==> src/rtl/vga_pkg.sv <==
// Default 640x480@60 raster timing and the RRRGGGBB colour layout.
// The pixel sources use these too, so that everything agrees on one geometry.
package vga_pkg;
  localparam int CNT_W = 10;

  localparam int H_ACT = 640;
  localparam int H_FP  = 16;
  localparam int H_SW  = 96;
  localparam int H_BP  = 48;
  localparam int V_ACT = 480;
  localparam int V_FP  = 10;
  localparam int V_SW  = 2;
  localparam int V_BP  = 33;

  localparam int H_TOTAL  = H_ACT + H_FP + H_SW + H_BP;
  localparam int V_TOTAL  = V_ACT + V_FP + V_SW + V_BP;
  localparam int H_SW_BEG = H_ACT + H_FP;
  localparam int H_SW_END = H_ACT + H_FP + H_SW;
  localparam int V_SW_BEG = V_ACT + V_FP;
  localparam int V_SW_END = V_ACT + V_FP + V_SW;

  typedef struct packed {
    logic [2:0] r;
    logic [2:0] g;
    logic [1:0] b;
  } rgb332_t;
endpackage

==> src/rtl/vga_scan_gen_if.sv <==
// Scan generator <-> pixel source / DAC signals. master = scan generator.
interface vga_scan_gen_if;
  import vga_pkg::*;
  logic [7:0]       PIXEL_DATA;
  logic [CNT_W-1:0] POS_X;
  logic [CNT_W-1:0] POS_Y;
  logic             DISPLAY_EN;
  logic             PIX_STB;
  logic             FRAME_START;
  logic [2:0]       R;
  logic [2:0]       G;
  logic [1:0]       B;
  logic             HSYNC;
  logic             VSYNC;

  modport master (input PIXEL_DATA,
                  output POS_X, POS_Y, DISPLAY_EN, PIX_STB, FRAME_START, R, G, B, HSYNC, VSYNC);
  modport slave  (output PIXEL_DATA,
                  input POS_X, POS_Y, DISPLAY_EN, PIX_STB, FRAME_START, R, G, B, HSYNC, VSYNC);
endinterface

==> src/rtl/vga_pix_strobe.sv <==
// Clock divider producing a one-cycle pixel enable every CLK_DIV clocks.
module vga_pix_strobe #(
  parameter int CLK_DIV = 4
) (
  input  logic clk_i,
  input  logic rst_ni,
  output logic stb_o
);
  localparam logic [3:0] LAST = 4'(CLK_DIV - 1);

  if (CLK_DIV < 1 || CLK_DIV > 16) begin : g_bad_div
    $error("vga_pix_strobe: CLK_DIV must be 1..16");
  end

  logic [3:0] div_q, div_d;
  logic       stb_q;

  assign div_d = (div_q == LAST) ? 4'd0 : div_q + 4'd1;

  // Strobe is registered from the next divider value so it is 0 in reset,
  // yet equals (div_q == LAST) afterwards; CLK_DIV=1 then holds it at 1.
  always_ff @(posedge clk_i) begin
    if (!rst_ni) begin
      div_q <= '0;
      stb_q <= 1'b0;
    end else begin
      div_q <= div_d;
      stb_q <= (div_d == LAST);
    end
  end

  assign stb_o = stb_q;
endmodule

==> src/rtl/vga_scan_gen.sv <==
// VGA raster initiator: h/v counters, position stage for the pixel source,
// and a colour/sync stage aligned one pixel later.
module vga_scan_gen
  import vga_pkg::*;
#(
  parameter int CLK_DIV = 4,
  parameter int H_ACT   = vga_pkg::H_ACT,
  parameter int H_FP    = vga_pkg::H_FP,
  parameter int H_SW    = vga_pkg::H_SW,
  parameter int H_BP    = vga_pkg::H_BP,
  parameter int V_ACT   = vga_pkg::V_ACT,
  parameter int V_FP    = vga_pkg::V_FP,
  parameter int V_SW    = vga_pkg::V_SW,
  parameter int V_BP    = vga_pkg::V_BP
) (
  input  logic           CLK,
  input  logic           RST_IN,
  vga_scan_gen_if.master vga
);
  localparam int HT = H_ACT + H_FP + H_SW + H_BP;
  localparam int VT = V_ACT + V_FP + V_SW + V_BP;

  if (HT > 1024 || VT > 1024) begin : g_bad_total
    $error("vga_scan_gen: H_TOTAL and V_TOTAL must be <= 1024");
  end

  localparam logic [CNT_W-1:0] HT_M1 = CNT_W'(HT - 1);
  localparam logic [CNT_W-1:0] VT_M1 = CNT_W'(VT - 1);
  // Bounds one bit wider: a sync end may sit exactly at 1024.
  localparam logic [CNT_W:0] HA     = (CNT_W+1)'(H_ACT);
  localparam logic [CNT_W:0] HS_BEG = (CNT_W+1)'(H_ACT + H_FP);
  localparam logic [CNT_W:0] HS_END = (CNT_W+1)'(H_ACT + H_FP + H_SW);
  localparam logic [CNT_W:0] VA     = (CNT_W+1)'(V_ACT);
  localparam logic [CNT_W:0] VS_BEG = (CNT_W+1)'(V_ACT + V_FP);
  localparam logic [CNT_W:0] VS_END = (CNT_W+1)'(V_ACT + V_FP + V_SW);

  logic stb;

  vga_pix_strobe #(.CLK_DIV(CLK_DIV)) u_strobe (
    .clk_i  (CLK),
    .rst_ni (RST_IN),
    .stb_o  (stb)
  );

  logic [CNT_W-1:0] h_q, h_d, v_q, v_d;

  always_comb begin
    h_d = h_q;
    v_d = v_q;
    if (stb) begin
      if (h_q == HT_M1) begin
        h_d = '0;
        v_d = (v_q == VT_M1) ? '0 : v_q + 1'b1;
      end else begin
        h_d = h_q + 1'b1;
      end
    end
  end

  logic [CNT_W:0] hx, vx;
  assign hx = {1'b0, h_q};
  assign vx = {1'b0, v_q};

  logic [CNT_W-1:0] posx_q, posy_q;
  logic             de_q, hs1_q, vs1_q;
  rgb332_t          rgb_q;
  logic             hsync_q, vsync_q;

  always_ff @(posedge CLK) begin
    if (!RST_IN) begin
      h_q     <= '0;
      v_q     <= '0;
      posx_q  <= '0;
      posy_q  <= '0;
      de_q    <= 1'b0;
      hs1_q   <= 1'b1;
      vs1_q   <= 1'b1;
      rgb_q   <= '0;
      hsync_q <= 1'b1;
      vsync_q <= 1'b1;
    end else begin
      h_q <= h_d;
      v_q <= v_d;
      if (stb) begin
        posx_q  <= h_q;
        posy_q  <= v_q;
        de_q    <= (hx < HA) && (vx < VA);
        hs1_q   <= !((hx >= HS_BEG) && (hx < HS_END));
        vs1_q   <= !((vx >= VS_BEG) && (vx < VS_END));
        // Source output for posx_q/posy_q has had a whole pixel period to settle.
        rgb_q   <= de_q ? rgb332_t'(vga.PIXEL_DATA) : '0;
        hsync_q <= hs1_q;
        vsync_q <= vs1_q;
      end
    end
  end

  assign vga.POS_X       = posx_q;
  assign vga.POS_Y       = posy_q;
  assign vga.DISPLAY_EN  = de_q;
  assign vga.PIX_STB     = stb;
  assign vga.FRAME_START = stb && (h_q == '0) && (v_q == '0);
  assign vga.R           = rgb_q.r;
  assign vga.G           = rgb_q.g;
  assign vga.B           = rgb_q.b;
  assign vga.HSYNC       = hsync_q;
  assign vga.VSYNC       = vsync_q;
endmodule

==> src/flat_wrapper.sv <==
// flat-port wrapper written by rule: the top's interface ports become plain ports
module vga_scan_gen_flat import vga_pkg::*;
#(
  parameter int CLK_DIV = 4,
  parameter int H_ACT   = vga_pkg::H_ACT,
  parameter int H_FP    = vga_pkg::H_FP,
  parameter int H_SW    = vga_pkg::H_SW,
  parameter int H_BP    = vga_pkg::H_BP,
  parameter int V_ACT   = vga_pkg::V_ACT,
  parameter int V_FP    = vga_pkg::V_FP,
  parameter int V_SW    = vga_pkg::V_SW,
  parameter int V_BP    = vga_pkg::V_BP
)
  (CLK, RST_IN, vga_PIXEL_DATA, vga_POS_X, vga_POS_Y, vga_DISPLAY_EN, vga_PIX_STB, vga_FRAME_START, vga_R, vga_G, vga_B, vga_HSYNC, vga_VSYNC);
  vga_scan_gen_if vga_i ();
  input  logic CLK;
  input  logic RST_IN;
  input wire logic [$bits(vga_i.PIXEL_DATA)-1:0] vga_PIXEL_DATA;
  output wire logic [$bits(vga_i.POS_X)-1:0] vga_POS_X;
  output wire logic [$bits(vga_i.POS_Y)-1:0] vga_POS_Y;
  output wire logic [$bits(vga_i.DISPLAY_EN)-1:0] vga_DISPLAY_EN;
  output wire logic [$bits(vga_i.PIX_STB)-1:0] vga_PIX_STB;
  output wire logic [$bits(vga_i.FRAME_START)-1:0] vga_FRAME_START;
  output wire logic [$bits(vga_i.R)-1:0] vga_R;
  output wire logic [$bits(vga_i.G)-1:0] vga_G;
  output wire logic [$bits(vga_i.B)-1:0] vga_B;
  output wire logic [$bits(vga_i.HSYNC)-1:0] vga_HSYNC;
  output wire logic [$bits(vga_i.VSYNC)-1:0] vga_VSYNC;
  assign vga_i.PIXEL_DATA = vga_PIXEL_DATA;
  assign vga_POS_X = vga_i.POS_X;
  assign vga_POS_Y = vga_i.POS_Y;
  assign vga_DISPLAY_EN = vga_i.DISPLAY_EN;
  assign vga_PIX_STB = vga_i.PIX_STB;
  assign vga_FRAME_START = vga_i.FRAME_START;
  assign vga_R = vga_i.R;
  assign vga_G = vga_i.G;
  assign vga_B = vga_i.B;
  assign vga_HSYNC = vga_i.HSYNC;
  assign vga_VSYNC = vga_i.VSYNC;
  vga_scan_gen #(.CLK_DIV(CLK_DIV), .H_ACT(H_ACT), .H_FP(H_FP), .H_SW(H_SW), .H_BP(H_BP), .V_ACT(V_ACT), .V_FP(V_FP), .V_SW(V_SW), .V_BP(V_BP)) u_core (.CLK(CLK), .RST_IN(RST_IN), .vga(vga_i));
endmodule
==> config.mk <==
export PLATFORM = sky130hd
export DESIGN_NAME = vga_scan_gen_flat
export DESIGN_NICKNAME = d
export VERILOG_FILES = /design/src/rtl/vga_pkg.sv /design/src/rtl/vga_scan_gen_if.sv /design/src/rtl/vga_pix_strobe.sv /design/src/rtl/vga_scan_gen.sv /design/src/flat_wrapper.sv
export SDC_FILE = /design/constraint.sdc
export NUM_CORES = 1
export LEC_CHECK = 0
export CAP_MARGIN = 15
export CORE_ASPECT_RATIO = 1.1
export CORE_MARGIN = 3
export CORE_UTILIZATION = 35
export CTS_BUF_LIST = sky130_fd_sc_hd__clkbuf_8
export DETAILED_ROUTE_END_ITERATION = 6
export GPL_TIMING_DRIVEN = 0
export SLEW_MARGIN = 10
export SYNTH_ARGS = -nofsm -noshare
export SYNTH_HDL_FRONTEND = slang
export SYNTH_SLANG_ARGS = --single-unit
==> constraint.sdc <==
create_clock -name CLK -period 4.3 [get_ports CLK]
set_input_delay 0.86 -clock CLK [delete_from_list [all_inputs] [get_ports CLK]]
set_output_delay 0.86 -clock CLK [all_outputs]
set_load 0.01 [all_outputs]
======== After elaboration in Yosys (flattened, before gate mapping) ========
Index checks and enable logic that the tools add are counted.
cells by class
  $add $sub $neg .......................... 3
  $mul .................................... 0
  divide/modulo/power cells ............... 0
  magnitude comparators ................... 6
  equal/unequal tests ..................... 4
  shifts and indexed selects .............. 0
  mux-type cells .......................... 4
  bitwise logic cells ..................... 0
  reduce and logical (&&, ||, !) cells .... 10
operators with widths
  operator                                                                       count
  10-bit by 1-bit adder with 10-bit output, second input constant                2
  10-bit == test, second input constant                                          2
  10-bit logical NOT                                                             2
  10-bit less-than comparator, second input constant                             2
  10-bit by 9-bit less-than comparator with 1-bit output, second input constant  2
  10-bit two-way mux                                                             2
  10-bit >= comparator, second input constant                                    1
  10-bit by 9-bit >= comparator with 1-bit output, second input constant         1
  4-bit by 2-bit == test with 1-bit output, second input constant                2
  8-bit two-way mux                                                              1
  1-bit logical AND                                                              5
  4-bit by 1-bit adder with 4-bit output, second input constant                  1
  4-bit two-way mux                                                              1
  1-bit logical NOT                                                              2
  2-bit AND reduction                                                            1
storage, ports and cells
  register bits after elaboration ......... 58
  latch bits .............................. 0
  memory bits (writable) .................. 0
  ROM bits ................................ 0
  output and inout port bits .............. 33
  logic and storage cells ................. 41
  memories kept ........................... 0

======== Longest topological paths before layout ========
Gate-level depths: netlist of the first run.
  depth after elaboration ................. 3
  depth in mapped cells ................... 6
  gate-level depth less buffers ........... 6

======== Modules after synthesis ========
From an unflattened synthesis of the first run, not the netlist that was laid out.
second synthesis, totals
  cell total of the unflattened synthesis .. 265
  area total of the unflattened synthesis .. 2513.7 µm²
by module, submodules not included
  module          instances  cells each  area an instance (µm²)  seq. area each (µm²)
  vga_scan_gen    1          243         2296.0                  1061.0
  vga_pix_strobe  1          22          217.7                   100.1

======== Worst setup path after synthesis of the first run ========
OpenSTA, ideal clock, no wires.
  path kind ............................... register to output
  start ................................... reg u_core.v_q[7]
  end ..................................... out vga_FRAME_START
  data arrival time ....................... 1.474 ns
  required time ........................... 3.440 ns
  setup slack ............................. 1.966 ns
  stages on the path, launching flop included .. 5
  path buffers ............................ 0
  cells stage by stage .................... dfxtp_1 -> or4_1 -> nor3_1 -> nand4_1 -> nor3_1
between the ends
  word-level cells in the longest chain between the ends .. 2
RTL lines
  element                   RTL line             source
  start: declaration        vga_scan_gen.sv:45   logic [CNT_W-1:0] h_q, h_d, v_q, v_d;
  start signal: assignment  vga_scan_gen.sv:83   v_q <= v_d;
  10-bit logical NOT        vga_scan_gen.sv:102  assign vga.FRAME_START = stb && (h_q == '0) && (v_q == '0);
  1-bit logical AND         vga_scan_gen.sv:102
  end: declaration          flat_wrapper.sv:23   output wire logic [$bits(vga_i.FRAME_START)-1:0] vga_FRAME_START;
Every way passes these cells.

======== Worst setup path after layout of the first run ========
Ends and elaborated chain as after synthesis.

==> results of run 1 <==
## power breakdown
part	internal, W	switching (W)	total [W]
Sequential	0.000542	0.00000471	0.000547
Clock	0.000197	0.000206	0.000403
Combinational	0.0000240	0.0000312	0.0000552
Total	0.000763	0.000242	0.00100
## worst register-to-register path, stage by stage (launching register included)
cell and delay (ns):
dfxtp_1 0.35, clkbuf_1 0.34, nand4_2 0.31, o31ai_1 0.84, o21ai_0 0.20, o2bb2ai_1 0.17
## stage by stage
step / std cells / hold WS, ns / power [W] / setup WS (ns) / utilization [%]
2_1_floorplan: 281 / 0.445 / 0.000591 / 1.97 / -
3_3_place_gp: 404 / 0.472 / 0.000614 / 1.28 / 44.7
3_5_place_dp: 404 / 0.478 / 0.000615 / 1.33 / 44.7
4_1_cts: 419 / 0.495 / 0.00102 / 0.936 / 46.9
5_1_grt: 419 / 0.520 / 0.00104 / 0.815 / 46.9
6_report: 419 / 0.489 / 0.00101 / 0.944 / 46.9
## sequential cells by signal, indices dropped and copies added, names as in the netlist
signal	count
u_core.u_strobe.div_q	4
u_core.hs1_q	1
u_core.vga.B	2
u_core.vga.G	3
u_core.vga.POS_X	10
u_core.vga.HSYNC	1
u_core.vga.VSYNC	1
u_core.vga.POS_Y	10
u_core.v_q	10
u_core.h_q	10
u_core.vga.R	3
u_core.u_strobe.stb_o	1
u_core.vs1_q	1
u_core.vga.DISPLAY_EN	1
## layout make-up
class	count	area share, %
Buffer	17	2.41
Clock inverter	6	0.870
Multi-Input combinational cell	195	38.6
Inverter	11	1.30
Timing Repair Buffer	41	13.0
Sequential cell	58	36.7
Tap cell	82	3.24
Clock buffer	9	3.91
## cells in the final DEF (no fill, tap or decap), types with 8 or more instances in the layout
cell / n
clkdlybuf4s50_1: 41
clkbuf_8: 9
a21oi_1: 21
mux2i_1: 22
nor2_1: 45
dfxtp_1: 58
o21ai_0: 11
nand4_1: 8
nand2_1: 12
inv_1: 12
nor2b_1: 8
clkbuf_1: 10
## metal layers
| layer | part of all wire [%] | track usage, % | vias up |
|---|---|---|---|
| met5 | 0 | 0 | - |
| met4 | 1.6 | 8.44 | 0 |
| met3 | 4.3 | 4.54 | 10 |
| met2 | 46 | 24.7 | 41 |
| met1 | 48 | 20.1 | 986 |
| li1 | - | - | 1087 |
## cell families (layout without fill, tap and decap cells)
logic type	after synthesis	in the layout
buffers and inverters	28	84
adders and majority gates	6	6
and+or+nand+nor	116	116
DFF	58	58
muxes	23	23
AOI/OAI and AO/OA	44	44
xor gates and xnor gates	6	6
## worst max path at each step
stage	from	to	slack (ns)
2_1_floorplan	u_core.v_q[7]$_SDFFE_PN0P_	vga_FRAME_START	1.97
3_3_place_gp	u_core.v_q[7]$_SDFFE_PN0P_	vga_FRAME_START	1.28
3_5_place_dp	u_core.v_q[7]$_SDFFE_PN0P_	vga_FRAME_START	1.33
4_1_cts	u_core.v_q[7]$_SDFFE_PN0P_	vga_FRAME_START	0.94
5_1_grt	u_core.v_q[7]$_SDFFE_PN0P_	vga_FRAME_START	0.82
6_report	u_core.v_q[7]$_SDFFE_PN0P_	vga_FRAME_START	0.94
==> impl_summary.md, run 1 <==
Timing
For the final database, setup skew stands at 0.00413 ns. The count of final max-slew check failures is 0. The worst pin sits at a relative slew slack of 37.3%. After layout, the minimum clock period comes to 3.36 ns. The final cycle utilization of the critical path is 78.1%.

For the pin with the worst max-slew slack, the measured transition is 0.933 ns. The summed negative setup slack over all endpoints is 0 ns. Setup violations remaining at the end of the flow were counted as 0. Setup repair after global routing left no endpoint under its margin. The highest achievable clock rate is 298 MHz. The count of final hold-check violations is 0.

Synth
The synthesized net count is 297. The share of synthesized cell area in full adder, half adder and majority cells is 3.00%. The most frequently used cell type in the post-synthesis netlist is dfxtp_1.

The area of the mapped netlist is 2500 um2. The area fraction in compound gates after synthesis is 10.4%. Among all flip-flop cells after synthesis, the most frequent one is dfxtp_1. Of the post-synthesis cell area, the part taken by muxes is 9.25%.

The post-synthesis cell type count is 42. The share of the synthesized area in the top cell type is 46.4%. In this run the mean area of a mapped cell was 8.90 um2. Ranked by total cell area, the synthesized netlist is headed by dfxtp_1, mux2i_1, nor2_1, a21oi_1, ha_1.

The flop and latch count out of synthesis is 58. By count the netlist is led by dfxtp_1, nor2_1, mux2i_1. The number of synthesis warnings is 0. The basic-gate share of the synthesized area counting and, or, nand and nor cells is 24.2%.

Counting flops with a built-in enable in the synthesized netlist gives 0. The share of the Yosys chip area taken by registers is 46.4%. The post-synthesis cell type with the largest combined area is dfxtp_1. Synthesis produced 281 cells.

The synthesized netlist devotes 2.10% of its cell area to XOR and XNOR gates. The proportion of synthesized flip-flops having asynchronous set or reset is 0%. By area, the combinational part of the netlist is dominated by simple AND/OR/NAND/NOR gates.

Critical path
Counting both buffers and inverters, the worst setup path holds a total of 1. The required time of the critical path is 3.44 ns. The critical path depth in cells is 5. STA classifies the critical path startpoint as a flop. The count of cells along the worst register-to-register path is 5. The kind of capture point of the worst setup path is an output pin.

The signal arrival time at the worst endpoint is 2.50 ns. The critical path in this run is classified as reg2out. Among all stages on the critical path, the largest delay is contributed by or4_1.

The dominant delay contributor by cell family on the critical path is simple AND/OR/NAND/NOR gates. The signal on the critical path passes through or4_1 > nor3_1 > nand4_1 > nor3_1 > clkdlybuf4s50_1. The minimum setup slack among reg-to-reg paths is 1.97 ns.

Of all nets on the critical path, the largest fanout is 6. The worst register-to-register path begins at u_core.u_strobe.stb_o$_SDFF_PN0_. The most frequent cell on the critical path is nor3_1. The endpoint of the worst register-to-register path is u_core.v_q[2]$_SDFFE_PN0P_. For this run, the slowest stage of the critical path takes 0.62 ns.

Floorplan
The core region is 6750 um2. The top-level port count is 43. From bottom edge to top edge, the die measures 94.7 um. The horizontal die dimension is 86.6 um. The row count is 31. The area of the die is 8200 um2.

The effective utilization at floorplan is 37.1%.

Hold path
The critical hold path startpoint is u_core.vga.VSYNC$_SDFFE_PN1P_. The type of the most critical hold path is reg2reg. The capture endpoint of the worst hold path is u_core.vga.VSYNC$_SDFFE_PN1P_. Counting instances, the worst hold path has a depth of 2.

Power and ir drop
The power per standard cell area is 317 nW/um2. Summed over all cells, the static leakage comes to 1.13 nW. The maximum ir drop on the vdd rail is 182 uV.

Route
The first TritonRoute pass finished after 4 iterations. The ratio of routed vias to standard cells is 5.07. Once detail routing completed, the nets flagged for antenna violations numbered 0. The average routed wire per standard cell is 14.3 um. The remaining design rule violation count is 0.

The initial DRC count is 116. The via count is 2,124. For this block, the routed nets add up to 5980 um of wire.

Finish
Summing all multi-input logic gate instances after layout gives 1220 um2. Registers take 1160 um2. Once layout is done, the placed cells without fillers occupy 3170 um2. The fraction of final layout cells sized beyond drive strength 1 is 7.72%. Relative to the synthesized area, the layout overhead comes to 26.6%. The total number of nets in the final design is 349. The antenna diode instance count is 0. After filler insertion, the fill cell instance count of the layout stands at 698.

Clock tree
The clock sink total is 58. The H-tree level count is 3. The clock reaches the later pin of the worst-skew pair after 0.34 ns. The quantity of gates resized following cts is 0. Counting along the longest clock path gives a buffer depth of 2. Clock-pin slew was measured on the worst setup and hold paths at 0.06 ns. The count of hold-fix buffers inserted at cts is 0. The TritonCTS clock tree is built. The root buffer cell is clkbuf_8. The number of setup buffers added after CTS is 0. The clock buffer count from CTS is 9.

GRT
The number of antenna violations at the first check in global routing was 0. The wire length of the first global-routing pass is 10,200 um. Entering global routing, the biggest net connects 11 pins. The via count of the first global-routing pass is 2,178. Global routing finished with a remaining overflow of 0. For this run, the total global-route usage over all layers was measured as 16.0%.

Run status
The flow ran to the end, and the final reports show no timing, DRC or antenna violations.

Placement
The congestion estimate from routability-driven global placement came to 0.797. Summing all placed instances gives a cell area of 3010 um2. The placed wire-length estimate after detailed placement is 4080 um. Input and output buffers added on the ports amount to 41.

Run
Across the run, the number of max-cap violations was 0.
No activity file was read; power rests on OpenSTA's default activity.
==> run 2: changes to the inputs <==
- clock period: 4.3 -> 2.98 ns (I/O delays scaled with it)
==> run 2 against run 1 <==
Global-route usage increased by 0.073 points. Clock skew is essentially flat. Die area did not move. Core utilization is 0.17 points higher. Combinational power is 43% higher. Critical path depth unchanged. Via count down 0.14%. Total power increased by 44%. Sequential share of layout area shrank 0.13 points. Worst hold slack about the same. Clock power is 44% higher. Largest power group unchanged.
==> impl_summary.md, run 2 (synthesis gave the netlist of run 1 again) <==
Run status
The run finished with clean final reports.

Finish
The fraction of final layout cells sized beyond drive strength 1 is 8.31% (+0.59 points). The final cell count without fillers came to 419 (unchanged). The layout filler cell count was 696 (-0.29%).

The library cells used most frequently in the layout, excluding fill and tap cells, are dfxtp_1, nor2_1, clkdlybuf4s50_1. The area growth from synthesis to layout is 27.0%. The antenna diode instance count was 0 (unchanged). The commonest non-fill, non-tap cell in the layout is dfxtp_1. The total number of nets in the final design is 349 (unchanged).

Floorplan
The vertical die dimension is 94.7 um (unchanged). The row count is 31 (unchanged). The area of the core is 6750 um2 (unchanged). The effective utilization at floorplan is 37.1% (unchanged).

The area of the die came to 8200 um2 (unchanged). The top-level port count is 43 (unchanged). The horizontal die dimension was 86.6 um (unchanged).

Timing
The measured slew at the worst slew-check pin was 0.935 ns (+0.00236 ns). The count of final hold-check violations was 0 (unchanged). The headroom to the max-slew limit is 37.1% (-0.16 points). The post-route clock skew came to 0.00456 ns (+0.000437 ns).

The number of endpoints failing setup at the final stage was 0 (unchanged). The summed negative setup slack over all endpoints was 0 ns (unchanged). Dividing the final minimum period by the clock period gives 86.4%. The count of final max-slew check failures is 0 (unchanged). Setup repair after global routing left no endpoint under its margin. The final period demand of the worst path is 2.57 ns. The highest achievable clock rate is 388 MHz. The final worst slack is 0.406 ns (-0.538 ns).

Critical path
The slowest stage of the critical path is the or4_4 cell. The required time of the critical path is 2.38 ns (-1.06 ns). The critical path is of the reg2out type. The worst setup path is captured at an output pin. The signal arrival time at the worst endpoint came to 1.98 ns (-0.52 ns). The reg-to-reg startpoint is u_core.u_strobe.stb_o$_SDFF_PN0_. The worst stage delay on the critical path is 0.59 ns (-0.03 ns). The worst path buffer plus inverter count is 1 (unchanged). In this run the worst setup path begins at u_core.v_q[7]$_SDFFE_PN0P_. The dominant delay contributor by cell family on the critical path is simple AND/OR/NAND/NOR gates. The maximum fanout encountered on the critical timing path is 6 (unchanged). The worst setup path is launched from a flop.

The signal on the critical path passes through or4_4 > nor3_2 > nand4_1 > nor3_1 > dlymetal6s2s_1.

GRT
The total global-route track usage is 16.0% (+0.073 points). The pin count of the biggest net entering global routing is 11 (unchanged). The total congestion overflow after global routing came to 0 (unchanged).

The number of antenna violations at the first check in global routing is 0 (unchanged). The via count of the first global-routing pass was 2,203 (+1.1%). The wire length of the first global-routing pass was 10,300 um (+0.34%).

Route
The remaining design rule violation count came to 0 (unchanged). The number of iterations in the first detailed-routing pass is 4 (unchanged). The initial DRC count is 100 (-14%). The post-detailed-routing wire length came to 5940 um (-0.64%). The via count is 2,121 (-0.14%).

The ratio of routed vias to standard cells is 5.06 (-0.14%). The average routed wire per standard cell came to 14.2 um (-0.64%). The count of nets left with antenna violations after detail routing was 0 (unchanged).

Placement
The placed wire-length estimate after detailed placement is 4080 um (unchanged). The post-placement setup slack is 0.277 ns (-1.06 ns). The number of buffers inserted by port buffering is 41 (unchanged). The routability congestion estimate from global placement is 0.797 (unchanged).

The placed cell count is 404 (unchanged).

Power and ir drop
The total power came to 0.00145 W (+44%). The static leakage came to 1.15 nW (+1.5%). The maximum ir drop on the vdd rail came to 261 uV (+43%).

The power per standard cell area is 456 nW/um2 (+44%).

Clock tree
The maximum clock path buffer count is 2 (unchanged). The clock buffer count from CTS is 9 (unchanged). The clock latency reported for the late side of the worst-skew pair is 0.33 ns (about the same).

The clock transition at the register clock pins on the worst setup and hold paths after CTS was 0.06 ns (about the same). The root buffer cell is clkbuf_8. The clock sink total came to 58 (unchanged). TritonCTS built the clock tree.

The H-tree level count is 3 (unchanged).

Hold path
The type of the most critical hold path is reg2reg. The critical hold path startpoint is u_core.vga.VSYNC$_SDFFE_PN1P_.

Run
The number of maximum-capacitance violations was 0 (unchanged).
[run 2: cell count changes in the layout (fill, tap and decap cells not counted)]
| cell | before | now |
|---|---|---|
| or4_4 | 1 | 2 |
| nor3_2 | 0 | 1 |
| nor3_1 | 5 | 4 |
| clkdlybuf4s50_1 | 41 | 40 |
| dlymetal6s2s_1 | 0 | 1 |
| or4_1 | 4 | 3 |
[run 2: metrics by stage]
stage	utilization (%)	hold WS, ns	area (um2)
final	47.1	0.489	3180
after global placement	44.7	0.472	3010
after detailed placement	44.7	0.478	3010
after floorplan	-	0.445	2500
after CTS	47.0	0.495	3170
after global routing	47.1	0.520	3180
[run 2: where the power goes]
part | leakage (nW) | switching (W) | internal [W] | total [W]
combinational | 0.587 | 0.0000446 | 0.0000344 | 0.0000790
clock | 0.0910 | 0.000296 | 0.000284 | 0.000580
sequential | 0.468 | 0.00000670 | 0.000782 | 0.000789
[run 2: layer usage]
metal  vias to the layer above  part of all wire, %  routed length, um  track usage, %
li1                       1085                    -                  -               -
met4                         0                  1.8                105            8.96
met3                        10                  4.3                255            4.28
met5                         -                    0                  0               0
met1                       986                   48               2840            20.3
met2                        40                   46               2740            24.6
[run 2: what timing repair did]
item                                    CTS  global route
gates cloned                              0             0
endpoints found under the setup margin    1             1
hold buffers                              0             0
resized for setup                         2             1
buffers inserted                          0             0
[run 2: layout make-up]
cell class / count / area [um2] / area share, %
Buffer: 17 / 76.3 / 2.40
Tap cell: 82 / 103 / 3.23
Clock inverter: 6 / 27.5 / 0.866
Clock buffer: 9 / 124 / 3.90
Timing Repair Buffer: 41 / 413 / 13.0
Multi-Input combinational cell: 195 / 1230 / 38.8
Sequential cell: 58 / 1160 / 36.5
Inverter: 11 / 41.3 / 1.30
[run 2: worst reg2reg max path: cells and delay by family, from the launching register on]
family	cells	cell delay (ns)
buffers and inverters	1	0.34
and+or+nand+nor	1	0.32
DFF	1	0.35
AOI/OAI and AO/OA	3	1.23
[run 2: worst paths after layout]
kind                                   end  slack (ns)  cells after the start
min          u_core.vga.VSYNC$_SDFFE_PN1P_        0.49                      2
max                        vga_FRAME_START        0.41                      5
max reg2reg     u_core.v_q[2]$_SDFFE_PN0P_        0.64                      5
min reg2reg  u_core.vga.VSYNC$_SDFFE_PN1P_        0.49                      2
==> run 3: changes to the inputs <==
- SKIP_LAST_GASP: not set -> 1
- clock period: 2.98 -> 3.1 ns (I/O delays scaled with it)
==> run 3 against run 2 <==
Via count up 0.71%. Clock power is 4.0% lower. Critical path depth unchanged. Cell count unchanged. Combinational power down 3.2%. Wire length is 0.45% higher. Clock-buffer cell count is the same. Critical endpoint unchanged. Largest power group unchanged. Highest routed layer unchanged.
==> impl_summary.md, run 3 (synthesis gave the netlist of run 1 again) <==
Timing
The summed negative setup slack over all endpoints is 0 ns (unchanged). The final worst slack is 0.113 ns (-0.293 ns). The post-route clock skew came to 0.00408 ns (-0.000480 ns). The headroom to the max-slew limit is 37.6% (+0.50 points). The measured slew at the worst slew-check pin is 0.927 ns (-0.00748 ns). The number of endpoints failing setup at the final stage is 0 (unchanged).

The final period demand of the worst path is 2.99 ns. The count of final max-slew check failures came to 0 (unchanged). Setup repair after global routing left no endpoint under its margin. The count of final hold-check violations is 0 (unchanged). The highest achievable clock rate is 335 MHz. The worst path uses 96.4% of the clock period.

Floorplan
The effective utilization at floorplan came to 37.1% (unchanged). The vertical die dimension came to 94.7 um (unchanged). The top-level port count is 43 (unchanged). The row count is 31 (unchanged). The area of the die is 8200 um2 (unchanged). The horizontal die dimension was 86.6 um (unchanged). The area of the core is 6750 um2 (unchanged).

Placement
The placed wire-length estimate after detailed placement is 4080 um (unchanged). The routability congestion estimate from global placement is 0.797 (unchanged). The placed cell count came to 404 (unchanged). The number of buffers inserted by port buffering is 41 (unchanged).

The post-placement setup slack came to 0.373 ns (+0.0960 ns).

Clock tree
The tree is rooted in a clkbuf_8. TritonCTS built the clock tree. The clock sink total is 58 (unchanged).

The H-tree level count was 3 (unchanged). The clock transition at the register clock pins on the worst setup and hold paths after CTS is 0.06 ns (about the same). The maximum clock path buffer count came to 2 (unchanged).

The clock buffer count from CTS came to 9 (unchanged). The clock latency reported for the late side of the worst-skew pair is 0.33 ns (about the same).

Power and ir drop
The static leakage was 1.13 nW (-1.5%). The internal power summed over all cells was 0.00106 W (-3.9%). The share of power burned in combinational logic is 5.5% (about the same). The relative contribution of the clock network to total power was 40.0% (about the same). The maximum ir drop on the vdd rail is 251 uV (-3.9%).

The power per standard cell area was 439 nW/um2 (-3.8%). The power spent charging and discharging nets was 0.000334 W (-3.8%). The proportion of total power due to net switching is 24.0% (about the same). The total power is 0.00139 W (-3.8%). The part of the total power dissipated in sequential elements is 54.5% (about the same).

Finish
The antenna diode instance count was 0 (unchanged). The area growth from synthesis to layout is 26.9% (about the same). The end-of-flow core utilization came to 47.0% (about the same).

The area taken by flip-flops and latches was 1160 um2 (unchanged). The area taken by multi-input logic gates is 1230 um2 (unchanged). The total number of nets in the final design is 349 (unchanged). The library cells used most frequently in the layout, excluding fill and tap cells, are dfxtp_1, nor2_1, clkdlybuf4s50_1. The layout filler cell count is 697 (+0.14%). The final cell count without fillers is 419 (unchanged). The fraction of final layout cells sized beyond drive strength 1 is 8.31% (unchanged). The library cell used most frequently in the layout, excluding fill and tap cells, is dfxtp_1.

GRT
The wire length of the first global-routing pass came to 10,200 um (-0.34%). The total congestion overflow after global routing is 0 (unchanged). The number of antenna violations at the first check in global routing came to 0 (unchanged). The pin count of the biggest net entering global routing is 11 (unchanged). The via count of the first global-routing pass is 2,177 (-1.2%). The total global-route track usage is 16.0% (-0.054 points).

Hold path
The min-delay analysis places its worst path in the category reg2reg. The number of cells traversed by the worst hold path is 2 (unchanged). In this run the most critical hold path is launched from u_core.vga.VSYNC$_SDFFE_PN1P_. The path with the worst hold slack has its endpoint at u_core.vga.VSYNC$_SDFFE_PN1P_.

Critical path
The maximum fanout encountered on the critical timing path is 6 (unchanged). The endpoint identified for the worst register-to-register timing path is u_core.v_q[2]$_SDFFE_PN0P_. The critical path class is reg2out.

The count of cells along the worst register-to-register path is 5 (unchanged). The sort of element at the start of the critical path is a flop. The minimum setup slack among reg-to-reg paths is 0.77 ns (+0.13 ns). The kind of capture point of the worst setup path is an output pin. The required time of the critical path is 2.48 ns (+0.10 ns).

The worst register-to-register path begins at u_core.u_strobe.stb_o$_SDFF_PN0_. The signal arrival time at the worst endpoint is 2.37 ns (+0.39 ns).

Run status
The flow ran to the end, and the final reports show no timing, DRC or antenna violations.

Route
The ratio of routed vias to standard cells is 5.10 (+0.71%). The count of nets left with antenna violations after detail routing is 0 (unchanged). The remaining design rule violation count is 0 (unchanged). The post-detailed-routing wire length is 5970 um (+0.45%). The via count came to 2,136 (+0.71%). The average routed wire per standard cell came to 14.2 um (+0.45%).

The initial DRC count came to 106 (+6.0%). The number of iterations in the first detailed-routing pass is 4 (unchanged).

Run
The number of maximum-capacitance violations is 0 (unchanged).
==> run 3: cell count changes in the layout (fill, tap and decap cells not counted) <==
cell	before	now
clkdlybuf4s50_1	40	41
dlymetal6s2s_1	1	0
==> run 3: cell type report <==
type / count / area share, %
Clock inverter: 6 / 0.867
Sequential cell: 58 / 36.6
Clock buffer: 9 / 3.90
Buffer: 17 / 2.40
Multi-Input combinational cell: 195 / 38.8
Tap cell: 82 / 3.23
Inverter: 11 / 1.30
Timing Repair Buffer: 41 / 12.9
==> run 3: stage by stage <==
step | area [um2] | hold slack [ns]
floorplan | 2500 | 0.445
global placement | 3010 | 0.472
detailed placement | 3010 | 0.478
CTS | 3170 | 0.495
global route | 3170 | 0.520
finish | 3170 | 0.488
==> run 3: worst max path at each step <==
stage,start,endpoint,slack [ns],cells past startpoint
6_report,u_core.v_q[7]$_SDFFE_PN0P_,vga_FRAME_START,0.11,5
5_1_grt,u_core.v_q[7]$_SDFFE_PN0P_,vga_FRAME_START,0.04,5
4_1_cts,u_core.v_q[7]$_SDFFE_PN0P_,vga_FRAME_START,0.05,5
3_5_place_dp,u_core.v_q[7]$_SDFFE_PN0P_,vga_FRAME_START,0.37,5
3_3_place_gp,u_core.v_q[7]$_SDFFE_PN0P_,vga_FRAME_START,0.32,5
2_1_floorplan,u_core.v_q[7]$_SDFFE_PN0P_,vga_FRAME_START,1.01,4
==> run 3: layer usage <==
| layer | GRT usage, % | part of all wire (%) |
|---|---|---|
| met1 | 20.2 | 48 |
| met2 | 24.8 | 46 |
| met3 | 4.28 | 4.4 |
| met4 | 8.31 | 1.8 |
| met5 | 0 | 0 |
==> run 3: timing repair <==
item                                   4_1_cts  5_1_grt
setup buffers                                0        0
hold buffers                                 0        0
resized for setup                            1        1
setup endpoints to repair                    1        1
endpoints found under the hold margin        0        0
==> run 3: critical path, stage by stage (launching register included) <==
cell and delay, ns:
dfxtp_1 0.36, or4_4 0.59, nor3_2 0.17, nand4_1 0.11
nor3_1 0.23, clkdlybuf4s50_1 0.58
==> run 3: power by group through the flow <==
stage	Sequential, W	Clock [W]	Combinational, W
after floorplan	0.000775	0	0.0000445
after global routing	0.000759	0.000597	0.0000852
after global placement	0.000775	0	0.0000772
after CTS	0.000759	0.000573	0.0000783
after detailed placement	0.000775	0	0.0000777
final	0.000758	0.000557	0.0000765
